--- config.mk ---
export PLATFORM = sky130hd
export DESIGN_NAME = dmem_arbiter
export DESIGN_NICKNAME = d
export VERILOG_FILES = /design/src/rtl/dmem_arb_pkg.sv /design/src/rtl/dmem_rr_picker.sv /design/src/rtl/dmem_arbiter.sv
export SDC_FILE = /design/constraint.sdc
export NUM_CORES = 1
export LEC_CHECK = 0
export ABC_AREA = 1
export CAP_MARGIN = 20
export CORE_AREA = 3 3 227 229
export DETAILED_ROUTE_END_ITERATION = 7
export DIE_AREA = 0 0 230 232
export GPL_TIMING_DRIVEN = 0
export MAX_ROUTING_LAYER = met4
export PLACE_DENSITY = 0.5
export SLEW_MARGIN = 10
export SYNTH_ARGS = -nofsm -noshare
export SYNTH_HDL_FRONTEND = slang
export SYNTH_SLANG_ARGS = --single-unit
--- constraint.sdc ---
create_clock -name clk -period 19.2 [get_ports clk]
set_input_delay 3.84 -clock clk [delete_from_list [all_inputs] [get_ports clk]]
set_output_delay 3.84 -clock clk [all_outputs]
set_load 0.02 [all_outputs]
--- src/rtl/dmem_arb_pkg.sv ---
// Shared types and constants for the two-port data-memory arbiter.
package dmem_arb_pkg;

  typedef enum logic [1:0] {
    ST_IDLE   = 2'd0,
    ST_ACCESS = 2'd1,
    ST_RESP   = 2'd2
  } state_t;

  localparam int MEM_BYTES_DEF = 128;
  localparam int DW_BYTES      = 8;

  localparam logic PORT0 = 1'b0;
  localparam logic PORT1 = 1'b1;

endpackage

--- src/rtl/dmem_rr_picker.sv ---
// Grant selection between the two requesters. Round-robin with a last-grant
// pointer when DMEM_ARB_RR_EN is defined, fixed priority (port 0) otherwise.
module dmem_rr_picker
  import dmem_arb_pkg::*;
(
  input  logic clk,
  input  logic reset,
  input  logic req0,
  input  logic req1,
  input  logic grant_en,
  output logic grant
);

`ifdef DMEM_ARB_RR_EN
  logic last_q;

  // NOTE: every output of an always_comb gets a default first so no path
  // through the block can leave it unassigned and infer a latch.
  always_comb begin
    grant = PORT0;
    if (req0 && req1) grant = ~last_q;
    else if (req1)    grant = PORT1;
  end

  // Reset to port 1 so port 0 wins the first tie.
  always_ff @(posedge clk or posedge reset) begin
    if (reset)         last_q <= PORT1;
    else if (grant_en) last_q <= grant;
  end
`else
  assign grant = req0 ? PORT0 : PORT1;

  logic unused_pins;
  assign unused_pins = ^{clk, reset, grant_en};
`endif

endmodule

--- src/rtl/dmem_arbiter.sv ---
// Two-port arbiter and access sequencer for the 64-bit DATA_Memory.
// Define DMEM_ARB_RR_EN for round-robin arbitration; default is fixed priority.
module dmem_arbiter
  import dmem_arb_pkg::*;
#(
  parameter int ADDR_W    = 64,
  parameter int DATA_W    = 64,
  parameter int MEM_BYTES = MEM_BYTES_DEF
) (
  input  logic              clk,
  input  logic              reset,
  input  logic              p0_req,
  input  logic              p0_we,
  input  logic [ADDR_W-1:0] p0_addr,
  input  logic [DATA_W-1:0] p0_wdata,
  output logic              p0_ack,
  output logic [DATA_W-1:0] p0_rdata,
  output logic              p0_err,
  input  logic              p1_req,
  input  logic              p1_we,
  input  logic [ADDR_W-1:0] p1_addr,
  input  logic [DATA_W-1:0] p1_wdata,
  output logic              p1_ack,
  output logic [DATA_W-1:0] p1_rdata,
  output logic              p1_err,
  output logic [ADDR_W-1:0] mem_address,
  output logic [DATA_W-1:0] mem_writeData,
  output logic              mem_MemRead,
  output logic              mem_MemWrite,
  input  logic [DATA_W-1:0] mem_read_data
);

  localparam logic [ADDR_W-1:0] LAST_ADDR = ADDR_W'(MEM_BYTES - DW_BYTES);

  state_t state_q, state_d;

  logic              start;
  logic              grant;
  logic              sel_we;
  logic [ADDR_W-1:0] sel_addr;
  logic [DATA_W-1:0] sel_wdata;

  logic              lat_we;
  logic              lat_port;
  logic              lat_err;
  logic [ADDR_W-1:0] lat_addr;
  logic [DATA_W-1:0] lat_wdata;

  logic              rsp_err;
  logic [DATA_W-1:0] rsp_rdata;

  logic in_access;
  logic in_resp;

  assign start = (state_q == ST_IDLE) && (p0_req || p1_req);

  dmem_rr_picker u_picker (
    .clk      (clk),
    .reset    (reset),
    .req0     (p0_req),
    .req1     (p1_req),
    .grant_en (start),
    .grant    (grant)
  );

  assign sel_we    = (grant == PORT0) ? p0_we    : p1_we;
  assign sel_addr  = (grant == PORT0) ? p0_addr  : p1_addr;
  assign sel_wdata = (grant == PORT0) ? p0_wdata : p1_wdata;

  always_comb begin
    state_d = state_q;
    case (state_q)
      ST_IDLE:   if (start) state_d = ST_ACCESS;
      ST_ACCESS: state_d = ST_RESP;
      ST_RESP:   state_d = ST_IDLE;
      default:   state_d = ST_IDLE;
    endcase
  end

  // NOTE: state registers use non-blocking assignments so every flop samples
  // pre-edge values regardless of block evaluation order.
  always_ff @(posedge clk or posedge reset) begin
    if (reset) state_q <= ST_IDLE;
    else       state_q <= state_d;
  end

  // NOTE: the request latch and response data carry no reset; they are only
  // observed while the FSM qualifies them, and the FSM itself is reset.
  always_ff @(posedge clk) begin
    if (start) begin
      lat_we    <= sel_we;
      lat_port  <= grant;
      lat_addr  <= sel_addr;
      lat_wdata <= sel_wdata;
      lat_err   <= (sel_addr > LAST_ADDR);
    end
  end

  always_ff @(posedge clk) begin
    if (state_q == ST_ACCESS) begin
      rsp_err   <= lat_err;
      rsp_rdata <= (lat_we || lat_err) ? '0 : mem_read_data;
    end
  end

  assign in_access = (state_q == ST_ACCESS);
  assign in_resp   = (state_q == ST_RESP);

  // An out-of-range access keeps both strobes low but still spends its cycle.
  assign mem_address   = in_access ? lat_addr  : '0;
  assign mem_writeData = in_access ? lat_wdata : '0;
  assign mem_MemRead   = in_access && !lat_err && !lat_we;
  assign mem_MemWrite  = in_access && !lat_err &&  lat_we;

  assign p0_ack   = in_resp && (lat_port == PORT0);
  assign p1_ack   = in_resp && (lat_port == PORT1);
  assign p0_rdata = p0_ack ? rsp_rdata : '0;
  assign p1_rdata = p1_ack ? rsp_rdata : '0;
  assign p0_err   = p0_ack && rsp_err;
  assign p1_err   = p1_ack && rsp_err;

endmodule

==> out/qor_table.md <==
| Item | This run |
|:---|:---|
| Routed wire length | 48700 um |
| Vertical die dimension | 232 um |
| Startpoint types | register |
| Number of H-tree branching levels | 4 |
| Synthesized area per cell | 7.79 um^2 |
| Max-slew headroom | 41.1% |
| Final-layout fill cell count | 5305 |
| Area of the die | 53400 um^2 |
| R2r worst-path depth | 8 |
| Biggest fanout along the worst timing path | 23 |
| Cell types occupying the most area after synthesis | edfxtp_1, nand2_1, nor2_1 |
| Clock buffer count from CTS | 17 |
| Pwr/cell area | 111 nW/um^2 |
| DRC violations left | 0 |
| Type of the worst min-delay path | reg2reg |
| Total routing usage reported by global routing | 18.5% |
| GPL Wtd Cong | 0.975 |
| WS Path Type | reg2out |
| Unrepaired setup endpoints after global routing | no |
| Netlist area before placement | 10300 um^2 |
| Peak clock frequency supported by timing | 134 MHz |
| Post-CTS setup buffers | 0 |
| Floorplan die width | 230 um |
| Vias | 10100 |
| Leading area contributor after synthesis | edfxtp_1 |
| Number of buffers added to fix hold violations after cts | 0 |
| Type of element capturing the critical path | output port |
| Share of the clock period used by the worst path | 38.9% |
| Final min period | 7.47 ns |
| Number of global-route vias before repair | 10500 |
| Endpoint of the lowest-slack register-to-register path | lat_addr[44]$_DFFE_PP_ |
| Worst clock skew on the final layout | 0.0133 ns |
| Number of I/O port buffers | 586 |
| Final Net Count | 2264 |
| Final Hold Violating Endpoints | 0 |
| Drt via density | 3.85 |
| Transition time at the pin with the least slew margin | 0.884 ns |
| Placeable core region | 49900 um^2 |
| Standby leakage power | 7.94 nW |
| Boundary pin count | 588 |
| Net count of the mapped netlist | 1643 |
| Arr. time, crit path | 3.63 ns |
| Buffer levels on the longest clock path | 2 |
| Maximum ir drop on the vdd rail | 0.0000558 V |
| Clock slew seen by the registers of the worst setup and hold paths | 0.07 ns |
| Count of max-cap constraint violations | 0 |
| Place WS | 11.92 ns |
| Number of register bits inferred by synthesis | 198 |
| Syn Inst Count | 1317 |
| Crit path capture | mem_address[33] |
| Clock tree from TritonCTS | built |
| Site Rows | 82 |
| HPWL reported at the end of detailed placement | 40600 um |
| Antenna Nets Post-Route | 0 |
| Overflow left after global routing | 0 |
| Library cell used as clock root buffer | clkbuf_16 |
| Required time at the worst-slack endpoint | 15.36 ns |
| DR iter-0 viols | 363 |
| Insertion delay to the later sink of the worst-skew pair | 0.49 ns |
| Layout-stage area growth over the synthesis result | 73.2% |
| Initial cell density of the core | 20.6% |
| Result of the run | finished clean |
| Count of final setup violators | 0 |
| Sum Neg Setup Slack | 0 ns |
| Number of gates given a new drive strength after cts | 0 |
| Average detailed-routed wire length per instance | 18.5 um |
| Pin count of the biggest net entering global routing | 25 |
| Fraction of layout instances using a drive strength above 1 | 4.31% |
| Count of different cell masters after synthesis | 19 |
| Warnings from Yosys | 0 |
| Reg-to-reg slack, setup | 16.41 ns |
| Clock tree sinks | 198 |
| Worst R2R Start | state_q[1]$_DFFE_PP0P_ |
| Number of antenna violations at the first check in global routing | 12 |
| Pins over their slew limit | 0 |
| PnR Total Power | 0.00197 W |
| Minimum setup slack in the final design | 11.73 ns |
| First-pass GRT wire length | 68500 um |
| Share of Yosys cell area claimed by the top area cell type | 57.4% |
| Launch point of the critical path | state_q[0]$_DFFE_PP0P_ |
| DR pass1 iterations | 5 |
| Proportion of synthesized chip area in sequential cells | 57.9% |
-- stage by stage --
step                instances  area (um^2)  hold slack (ns)  util, %
finish                   2632        17800            0.477     35.6
detailed placement       2591        17200            0.462     34.4
global route             2632        17800            0.488     35.6
CTS                      2623        17700            0.480     35.6
global placement         2575        17000            0.461     34.0
floorplan                1317        10300            0.443        -
-- layout by cell type, fill, tap and decap left out, drive strengths merged --
cell type	instances
clkinv	7
nor3	4
nor3b	1
buf	60
nand4	1
nand3	1
or2	3
dfrtp	2
edfxtp	196
diode	9
nand2	381
nor2	362
bufinv	3
o21ai	13
clkdlybuf4s50	586
clkinvlp	1
inv	291
clkbuf	39
-- metal layers --
metal	track usage, %	vias to the layer above	wire length (um)
met2	32.9	431	25100
met1	17.6	4540	17300
met3	7.50	60	4510
li1	-	5105	-
met5	-	-	0
met4	8.55	0	1900
-- kinds of logic after synthesis --
| kind of cell | share of synthesized area, % |
|---|---|
| buf+inv | 13.8 |
| flops | 57.9 |
| compound gates | 0.634 |
| simple gates | 27.7 |
-- worst min path at each step --
stage	from	endpoint	depth (start not counted)
5_1_grt	lat_err$_DFFE_PP_	rsp_err$_DFFE_PN_	0
4_1_cts	lat_err$_DFFE_PP_	rsp_err$_DFFE_PN_	0
3_3_place_gp	lat_err$_DFFE_PP_	rsp_err$_DFFE_PN_	0
3_5_place_dp	lat_err$_DFFE_PP_	rsp_err$_DFFE_PN_	0
6_report	lat_err$_DFFE_PP_	rsp_err$_DFFE_PN_	0
2_1_floorplan	lat_err$_DFFE_PP_	rsp_err$_DFFE_PN_	0
-- sequential cells by signal (all words and copies together) (netlist names) --
signal / count
lat_wdata: 64
lat_err: 1
state_q: 2
rsp_err: 1
lat_addr: 64
rsp_rdata: 64
lat_we: 1
lat_port: 1
-- Yosys cell counts --
cell type  count
nand2_1      381
nor2_1       362
inv_1        288
edfxtp_1     196
buf_2         28
clkbuf_1      20
o21ai_0       13
buf_1          8
buf_6          6
nor3_1         4
buf_4          2
dfrtp_1        2
inv_2          1
nand3_1        1
nand4_1        1
nor3b_1        1
or2_0          1
or2_1          1
or2_2          1
-- where the power goes --
group,switching (W),internal (W)
Clock,0.000178,0.000204
Sequential,0.0000349,0.000652
Combinational,0.000543,0.000356
Total,0.000756,0.00121
-- critical path: stages, from the launching register on --
cell	delay, ns
dfrtp_1	0.42
inv_1	0.11
nor2_4	0.60
inv_1	0.25
clkbuf_1	0.37
clkbuf_1	0.43
nor2_1	0.29
clkdlybuf4s50_1	0.67
-- layout make-up --
cell class,count,area (um^2),share of cell area (%)
Clock buffer,19,433,2.44
Clock inverter,13,154,0.866
Timing Repair Buffer,602,6040,34.0
Tap cell,672,841,4.73
Buffer,64,328,1.85
Inverter,289,1080,6.11
Multi-Input combinational cell,766,2920,16.5
Antenna cell,9,22.5,0.127
Sequential cell,198,5940,33.4
Note: power is estimated with default switching activity, not from simulation.
